**src/rtl/up_pkg.sv**
```systemverilog
// Shared types for the 4-bit accumulator CPU sequencer: opcodes, ALU ops,
// sequencer states and the datapath strobe bundle.
package up_pkg;

  typedef enum logic [3:0] {
    OP_JC   = 4'h0, OP_JNC  = 4'h1, OP_CMPI = 4'h2, OP_CMPM = 4'h3,
    OP_LIT  = 4'h4, OP_IN   = 4'h5, OP_LD   = 4'h6, OP_ST   = 4'h7,
    OP_JZ   = 4'h8, OP_JNZ  = 4'h9, OP_ADDI = 4'hA, OP_ADDM = 4'hB,
    OP_JMP  = 4'hC, OP_OUT  = 4'hD, OP_NORI = 4'hE, OP_NORM = 4'hF
  } opcode_e;

  typedef enum logic [1:0] {ALU_PASS = 2'b00, ALU_ADD = 2'b01, ALU_NOR = 2'b10, ALU_CMP = 2'b11} alu_op_e;

  typedef enum logic [1:0] {S_HALT, S_FETCH, S_EXEC, S_WAIT} seq_state_e;

  typedef struct packed {
    logic    pc_inc;
    logic    pc_load;
    logic    ld_accu;
    logic    ld_flags;
    alu_op_e alu_op;
    logic    sel_imm;
    logic    ram_oe;
    logic    ram_we;
    logic    in_oe;
    logic    out_we;
  } strobe_t;

  function automatic logic is_mem_op(input opcode_e op);
    return (op == OP_CMPM) || (op == OP_LD) || (op == OP_ST) ||
           (op == OP_ADDM) || (op == OP_NORM);
  endfunction

  function automatic logic is_two_byte(input opcode_e op);
    return is_mem_op(op) || (op == OP_JC) || (op == OP_JNC) ||
           (op == OP_JZ) || (op == OP_JNZ) || (op == OP_JMP);
  endfunction

endpackage

```
**src/rtl/up_decode.sv**
```systemverilog
// Combinational decode of state + latched opcode + flags into datapath strobes.
// Memory ops keep their bus strobes through WAIT but only commit on mem_ready.
module up_decode
  import up_pkg::*;
(
  input  seq_state_e state_i,
  input  opcode_e    instr_i,
  input  logic       c_flag_i,
  input  logic       z_flag_i,
  input  logic       mem_ready_i,
  output strobe_t    strb_o
);

  logic taken;

  always_comb begin
    taken = 1'b0;
    case (instr_i)
      OP_JC:   taken = c_flag_i;
      OP_JNC:  taken = !c_flag_i;
      OP_JZ:   taken = z_flag_i;
      OP_JNZ:  taken = !z_flag_i;
      OP_JMP:  taken = 1'b1;
      default: taken = 1'b0;
    endcase
  end

  always_comb begin
    strb_o = '0;
    case (state_i)
      S_FETCH: strb_o.pc_inc = 1'b1;
      S_EXEC, S_WAIT: begin
        case (instr_i)
          OP_JC, OP_JNC, OP_JZ, OP_JNZ, OP_JMP: begin
            strb_o.pc_load = taken;
            strb_o.pc_inc  = !taken;
          end
          OP_CMPI: begin strb_o.ld_flags = 1'b1; strb_o.alu_op = ALU_CMP; strb_o.sel_imm = 1'b1; end
          OP_LIT:  begin strb_o.ld_accu = 1'b1; strb_o.alu_op = ALU_PASS; strb_o.sel_imm = 1'b1; end
          OP_IN:   begin strb_o.in_oe = 1'b1; strb_o.ld_accu = 1'b1; end
          OP_OUT:  strb_o.out_we = 1'b1;
          OP_ADDI: begin strb_o.ld_accu = 1'b1; strb_o.ld_flags = 1'b1; strb_o.alu_op = ALU_ADD; strb_o.sel_imm = 1'b1; end
          OP_NORI: begin strb_o.ld_accu = 1'b1; strb_o.ld_flags = 1'b1; strb_o.alu_op = ALU_NOR; strb_o.sel_imm = 1'b1; end
          OP_CMPM: begin strb_o.ram_oe = 1'b1; strb_o.ld_flags = 1'b1; strb_o.alu_op = ALU_CMP; end
          OP_LD:   begin strb_o.ram_oe = 1'b1; strb_o.ld_accu = 1'b1; strb_o.alu_op = ALU_PASS; end
          OP_ST:   strb_o.ram_we = 1'b1;
          OP_ADDM: begin strb_o.ram_oe = 1'b1; strb_o.ld_accu = 1'b1; strb_o.ld_flags = 1'b1; strb_o.alu_op = ALU_ADD; end
          OP_NORM: begin strb_o.ram_oe = 1'b1; strb_o.ld_accu = 1'b1; strb_o.ld_flags = 1'b1; strb_o.alu_op = ALU_NOR; end
          default: ;
        endcase
        // Register loads and the operand-byte skip wait for the RAM handshake
        if (is_mem_op(instr_i)) begin
          strb_o.pc_inc   = mem_ready_i;
          strb_o.ld_accu  = strb_o.ld_accu  && mem_ready_i;
          strb_o.ld_flags = strb_o.ld_flags && mem_ready_i;
        end else if (!is_two_byte(instr_i)) begin
          strb_o.pc_inc = 1'b0;
        end
      end
      default: ;
    endcase
  end

endmodule

```
**src/rtl/up_control_sequencer.sv**
```systemverilog
// Fetch/execute sequencer for the 4-bit accumulator CPU: run/step control,
// RAM wait states with timeout, and a retired-instruction counter.
module up_control_sequencer
  import up_pkg::*;
#(
  parameter int WAIT_TIMEOUT = 15,
  parameter int CNT_W        = 16
) (
  input  logic             clk,
  input  logic             reset,
  input  logic             run,
  input  logic             step,
  input  logic [7:0]       program_byte,
  input  logic             c_flag,
  input  logic             z_flag,
  input  logic             mem_ready,
  output logic             phase,
  output logic [3:0]       instr,
  output logic [3:0]       operand,
  output logic             pc_inc,
  output logic             pc_load,
  output logic             ld_accu,
  output logic             ld_flags,
  output logic [1:0]       alu_op,
  output logic             sel_imm,
  output logic             ram_oe,
  output logic             ram_we,
  output logic             in_oe,
  output logic             out_we,
  output logic             halted,
  output logic             bus_error,
  output logic [CNT_W-1:0] retired
);

  localparam logic [7:0] TIMEOUT = 8'(WAIT_TIMEOUT);

  seq_state_e       state_q, state_d;
  logic             step_mode_q, step_mode_d;
  logic             bus_err_q, bus_err_d;
  logic [3:0]       instr_q, instr_d, operand_q, operand_d;
  logic [7:0]       wait_cnt_q, wait_cnt_d, wait_nxt;
  logic [CNT_W-1:0] retired_q, retired_d;
  logic             mem_pending;
  strobe_t          strb;

  assign mem_pending = is_mem_op(opcode_e'(instr_q)) && !mem_ready;
  // Low-ready cycles are counted from the first EXEC cycle of the access
  assign wait_nxt    = (state_q == S_EXEC) ? 8'd1 : wait_cnt_q + 8'd1;

  always_comb begin
    state_d     = state_q;
    step_mode_d = step_mode_q;
    bus_err_d   = bus_err_q;
    instr_d     = instr_q;
    operand_d   = operand_q;
    wait_cnt_d  = wait_cnt_q;
    retired_d   = retired_q;
    case (state_q)
      S_HALT: begin
        if (!bus_err_q) begin
          if (run) begin
            state_d = S_FETCH;
          end else if (step) begin
            state_d     = S_FETCH;
            step_mode_d = 1'b1;
          end
        end
      end
      S_FETCH: begin
        instr_d   = program_byte[7:4];
        operand_d = program_byte[3:0];
        state_d   = S_EXEC;
      end
      S_EXEC, S_WAIT: begin
        if (mem_pending) begin
          if (wait_nxt >= TIMEOUT) begin
            state_d     = S_HALT;
            bus_err_d   = 1'b1;
            step_mode_d = 1'b0;
            wait_cnt_d  = '0;
          end else begin
            state_d    = S_WAIT;
            wait_cnt_d = wait_nxt;
          end
        end else begin
          retired_d   = retired_q + CNT_W'(1);
          step_mode_d = 1'b0;
          wait_cnt_d  = '0;
          state_d     = (run && !step_mode_q) ? S_FETCH : S_HALT;
        end
      end
      default: state_d = S_HALT;
    endcase
  end

  always_ff @(posedge clk or negedge reset) begin
    if (!reset) begin
      state_q     <= S_HALT;
      step_mode_q <= 1'b0;
      bus_err_q   <= 1'b0;
      instr_q     <= '0;
      operand_q   <= '0;
      wait_cnt_q  <= '0;
      retired_q   <= '0;
    end else begin
      state_q     <= state_d;
      step_mode_q <= step_mode_d;
      bus_err_q   <= bus_err_d;
      instr_q     <= instr_d;
      operand_q   <= operand_d;
      wait_cnt_q  <= wait_cnt_d;
      retired_q   <= retired_d;
    end
  end

  up_decode u_decode (
    .state_i    (state_q),
    .instr_i    (opcode_e'(instr_q)),
    .c_flag_i   (c_flag),
    .z_flag_i   (z_flag),
    .mem_ready_i(mem_ready),
    .strb_o     (strb)
  );

  assign phase     = (state_q == S_EXEC) || (state_q == S_WAIT);
  assign halted    = (state_q == S_HALT);
  assign instr     = instr_q;
  assign operand   = operand_q;
  assign bus_error = bus_err_q;
  assign retired   = retired_q;
  assign pc_inc    = strb.pc_inc;
  assign pc_load   = strb.pc_load;
  assign ld_accu   = strb.ld_accu;
  assign ld_flags  = strb.ld_flags;
  assign alu_op    = strb.alu_op;
  assign sel_imm   = strb.sel_imm;
  assign ram_oe    = strb.ram_oe;
  assign ram_we    = strb.ram_we;
  assign in_oe     = strb.in_oe;
  assign out_we    = strb.out_we;

endmodule

```
**config.mk**
```make
export PLATFORM = sky130hd
export DESIGN_NAME = up_control_sequencer
export DESIGN_NICKNAME = d
export VERILOG_FILES = /design/src/rtl/up_pkg.sv /design/src/rtl/up_decode.sv /design/src/rtl/up_control_sequencer.sv
export SDC_FILE = /design/constraint.sdc
export NUM_CORES = 1
export LEC_CHECK = 0
export ABC_AREA = 1
export CAP_MARGIN = 20
export CORE_UTILIZATION = 40
export CTS_CLUSTER_DIAMETER = 120
export DETAILED_ROUTE_END_ITERATION = 8
export PLACE_DENSITY = 0.71
export SLEW_MARGIN = 0
export SYNTH_ARGS = -nofsm -noshare
export SYNTH_HDL_FRONTEND = slang
export SYNTH_HIERARCHICAL = 1
export SYNTH_SLANG_ARGS = --single-unit
```
**constraint.sdc**
```tcl
create_clock -name clk -period 4.8 [get_ports clk]
set_clock_uncertainty 0.2 [all_clocks]
set_input_delay 0.96 -clock clk [delete_from_list [all_inputs] [get_ports clk]]
set_output_delay 0.96 -clock clk [all_outputs]
set_load 0.03 [all_outputs]
```
# ---- Yosys cells after proc, flatten, opt, wreduce, memory -nomap -nowiden
# Cells that the tools add are included.
dict set report totals {
  wordCells 102
  out_inout_bits 38
  input_bits 15
  regBits 36
}
dict set report classes {
  n_addsub 2
  mux 33
  n_bitwise 1
  n_lt_le_gt_ge 1
  reduce_logical 35
  eq_ne 23
}
# operator n
set op_table {}
lappend op_table {{$eq 4x4->1 const B} 8}
lappend op_table {{$mux 8} 3}
lappend op_table {{$mux 1} 17}
lappend op_table {{$add 16x1->16 const B} 1}
lappend op_table {{$eq 4x3->1 const B} 4}
lappend op_table {{$mux 2} 7}
lappend op_table {{$pmux 2 s3} 2}
lappend op_table {{$logic_or 1x1->1} 10}
lappend op_table {{$mux 10} 1}
lappend op_table {{$add 8x1->8 const B} 1}
lappend op_table {{$eq 4x2->1 const B} 2}
lappend op_table {{$ge 8x4->1 const B} 1}
lappend op_table {{$reduce_or 2->1} 4}
lappend op_table {{$reduce_or 4->1} 2}
lappend op_table {{$reduce_or 7->1} 1}
lappend op_table {{$ne 2x2->1 const B} 3}
lappend op_table {{$ne 3x3->1 const B} 2}
lappend op_table {{$reduce_or 6->1} 1}
lappend op_table {{$logic_not 1->1} 5}
lappend op_table {{$pmux 1 s5} 1}
lappend op_table {{$reduce_and 5->1} 1}
lappend op_table {{$reduce_or 5->1} 1}
lappend op_table {{$eq 2x2->1 const B} 2}
lappend op_table {{$eq 4x1->1 const B} 1}
lappend op_table {{other kinds (9)} 14}

# ---- Depth between registers and ports, before layout
dict set report depth {
  ltp_word 13
  mapped_depth 12
  ltp_nobuf 12
}

# ---- Modules after synthesis
# The synthesis kept the hierarchy.
# mod area_per_inst_um2 cells_per_inst n_inst seq_area_each_um2
set by_module_without_submodules {}
lappend by_module_without_submodules {up_control_sequencer 1806.7 203 1 900.9}
lappend by_module_without_submodules {up_decode 230.2 49 1 0.0}

# ---- Worst setup path after synthesis
# Ideal clock, no wire load.
dict set report synth_path {
  path_type {flip-flop to output port}
  startpoint {register instr_q[2], in the netlist instr[2]}
  endpoint {output out_we}
  required_time_ns 3.640
  path_buffers 0
  slack_ns 1.951
  stages_incl_launch_ff 3
  t_arrival_ns 1.689
  path_cell_list {dfrtp_1 -> inv_2 -> nor4_1}
}
dict set report synth_via {
  elab_chain_cells 3
}
# element line_no
set synth_lines {}
lappend synth_lines {{from (decl)} up_control_sequencer.sv:40} ;# logic [3:0] instr_q, instr_d, operand_q, operand_d;
lappend synth_lines {{from (signal assigned)} up_control_sequencer.sv:109} ;# instr_q <= instr_d;
lappend synth_lines {{$eq 4x4->1} up_decode.sv:33} ;# case (instr_i)
lappend synth_lines {{$mux 1} up_decode.sv:33}
lappend synth_lines {{$mux 10} up_decode.sv:30} ;# case (state_i)
lappend synth_lines {{to (decl)} up_control_sequencer.sv:29} ;# output logic out_we,
# Every way passes these cells.

# ---- Final worst setup path
dict set report layout_path {
  startpoint {input z_flag}
  endpoint {output pc_load}
}
dict set report layout_via {
  elab_chain_cells 4
}
# element line_no
set layout_lines {}
lappend layout_lines {{from (decl)} up_control_sequencer.sv:15} ;# input logic z_flag,
lappend layout_lines {{$logic_not 1->1} up_decode.sv:22} ;# OP_JNZ: taken = !z_flag_i;
lappend layout_lines {{$pmux 1 s5 (*)} up_decode.sv:18} ;# case (instr_i)
lappend layout_lines {{$mux 2 (*)} up_decode.sv:33}
lappend layout_lines {{$mux 10 (*)} up_decode.sv:30}
lappend layout_lines {{to (decl)} up_control_sequencer.sv:21} ;# output logic pc_load,
# Every way passes the cells marked *; elsewhere a longest branch is shown, timed or not.

==> impl_metrics.env <==
export IMPL_status="complete, no violations"
export IMPL_r2r_worst_path_cells=3
export IMPL_leakage_nw=1.33
export IMPL_ir_drop_uv=359
export IMPL_slew_headroom_pct=53.6
export IMPL_finalWeightedCongestion=0.808
export IMPL_p_per_area_nw_per_um2=580
export IMPL_fp_dieW_um=73.4
export IMPL_antenna_found_initial=0
export IMPL_drc=0
export IMPL_final_antenna_net_count=0
export IMPL_drt_iter0_drc=119
export IMPL_setup_viol=0
export IMPL_finalSetupTns_ns=0
export IMPL_worstMarginPinSlew_ns=0.696
export IMPL_clk_pin_slew_worst_paths_ns=0.07
export IMPL_drive_gt1_share_pct=12.3
export IMPL_post_cts_setup_buffers=0
export IMPL_worstPathArrival_ns=2.47
export IMPL_min_period_over_period_pct=75.6
export IMPL_path_cells="clkdlybuf4s50_1, inv_1, nand2_1, nand3_1, nand3_1, nand2_1, inv_1, clkdlybuf4s50_1"
export IMPL_cpPeakStageDelay_ns=0.65
export IMPL_hold_depth=2
export IMPL_syn2layout_area_growth_pct=34.6
export IMPL_cts_hold_buf=0
export IMPL_avgSynthCellArea_sq_um=8.08
export IMPL_power_w=0.00159
export IMPL_syn_inst=252
export IMPL_yosysTopAreaCellShare_pct=44.2
export IMPL_worstSetupPathType="in2out"
export IMPL_cts_htree_levels=2
export IMPL_critPathMaxFanout=2
export IMPL_crit_cells=8
export IMPL_root_buffer="clkbuf_8"
export IMPL_overflow=0
export IMPL_postCtsResizedCells=0
export IMPL_grt_pass1_vias=1694
export IMPL_routed_wl_um=4440
export IMPL_cp_required_ns=3.64
export IMPL_yosys_area_top_type="dfrtp_1"
export IMPL_slowest_stage="clkdlybuf4s50_1"
export IMPL_fin_area_sq_um=2740
export IMPL_numClockSinks=36
export IMPL_dp_slack_ns=1.16
export IMPL_critPathLaunchType="input pin"
export IMPL_wire_per_inst_um=11.8
export IMPL_num_io_pins=53
export IMPL_placed_area_sq_um=2640
export IMPL_grt_util_all_layers_pct=18.4
export IMPL_synthArstFlopShare_pct=100
export IMPL_post_route_min_period_ns=3.63
export IMPL_rows=25
export IMPL_design_die_area_sq_um=5380
export IMPL_cp_top_family="buffers and inverters"
export IMPL_crit_buf_inv=4
export IMPL_synth_fp_nets=269
export IMPL_initial_utilization_pct=42.3
export IMPL_via_count=1791
export IMPL_vias_per_cell=4.75
export IMPL_cts_made_buffers=5
export IMPL_grt_max_degree=37
export IMPL_ys_types=32
export IMPL_synth_flop_cell="dfrtp_1"
export IMPL_rsz0062_at_grt="no"
export IMPL_seq_area_frac_synth_pct=44.2
export IMPL_hold_viol_final=0
export IMPL_die_h_um=73.4
export IMPL_io_buffers=52
export IMPL_ys_warn_count=6
export IMPL_fmax_ghz=0.276
export IMPL_hold_class="reg2reg"
export IMPL_synthTopCellsByArea="dfrtp_1, nand2_1, inv_1, nor2_1, nand3_1"
export IMPL_drv_cap=0
export IMPL_cts_tree="done"
export IMPL_dp_hpwl_um=3260
export IMPL_grt_pass1_wl_um=7610
export IMPL_antenna_cells=0
export IMPL_ys_top_cells_by_count="nand2_1, dfrtp_1, inv_1"
export IMPL_endpoint_kind="output port"
export IMPL_holdWs_ns=0.283
export IMPL_core_area_sq_um=4820
export IMPL_synth_edf_count=0
export IMPL_synth_most_common_cell="nand2_1"
export IMPL_clk_latency_ns=0.29
export IMPL_cts_buffer_depth=2
export IMPL_slew_violations=0
export IMPL_drt_pre_antenna_iters=4
export IMPL_fin_ws_ns=1.17
export IMPL_synth_seq_cells=36
export IMPL_num_nets_final=326
export IMPL_synthesis_area_sq_um=2040
## final cells by class
cell class / instances / area [sq um]
clock inverters: 2 / 35.0
flip-flops and latches: 36 / 901
well taps: 67 / 83.8
inverters: 36 / 135
clock buffers: 6 / 72.6
repair buffers: 53 / 528
fillers: 452 / 2070
multi-input cells: 177 / 987
## path summary, 6_finish.rpt
kind	startpoint	endpoint	slack (ns)
min reg2reg	step_mode_q	step_mode_q	0.28
max in group asynchronous	reset	instr[0]	3.20
max	z_flag	pc_load	1.17
min	step_mode_q	step_mode_q	0.28
min in group asynchronous	reset	retired[7]	0.88
max reg2reg	state_q[1]	operand[1]	2.64
## metrics by stage
step,util [%],instances
6_report,56.9,377
5_1_grt,56.9,377
4_1_cts,56.9,377
3_5_place_dp,54.7,369
3_3_place_gp,54.7,369
2_1_floorplan,-,252
## where the power goes
part | switching [W] | internal (W) | leakage [nW] | total, W
registers | 0.000127 | 0.000383 | 0.453 | 0.000510
clock network | 0.000111 | 0.000154 | 0.0552 | 0.000266
logic | 0.000488 | 0.000326 | 0.818 | 0.000814
total | 0.000726 | 0.000863 | 1.33 | 0.00159
## flip-flops by register name, indices dropped and copies added (netlist names)
register and flops:
state_q 2, operand 4, wait_cnt_q 8, retired 16, step_mode_q 1, bus_error 1, instr 4
## placed cells by master, fill, tap and decap left out, drive strengths merged, types with 3 or more instances in the layout
cell | netlist | layout
nand2 | 67 | 67
clkdlybuf4s50 | 0 | 52
dfrtp | 36 | 36
inv | 36 | 36
nor2 | 34 | 34
nand3 | 18 | 18
o21ai | 11 | 11
xor2 | 9 | 9
nand4 | 7 | 7
mux2 | 6 | 6
xnor2 | 6 | 6
clkbuf | 1 | 6
nor3 | 5 | 5
nor4 | 3 | 3
a21oi | 3 | 3
## routing by layer
layer / GRT usage [%] / up-vias / part of all wire, %
li1: - / 913 / -
met1: 23.9 / 838 / 48
met2: 29.3 / 35 / 47
met3: 5.35 / 5 / 4.2
met4: 6.62 / 0 / 1.3
met5: 0 / - / 0
## cells by family after synthesis
logic type | after synthesis | share of synthesized area [%]
AOI/OAI and AO/OA | 18 | 5.22
xor gates and xnor gates | 15 | 6.45
adders and majority gates | 2 | 1.23
buffers and inverters | 39 | 7.31
DFF | 36 | 44.2
muxes | 6 | 3.32
and+or+nand+nor | 136 | 32.2
## worst reg2reg max path: stages (launching register included)
cell     delay, ns
dfrtp_1       0.79
inv_1         0.23
nand2_1       0.42
mux2_2        0.39
Power figures use the tool's default switching activity.
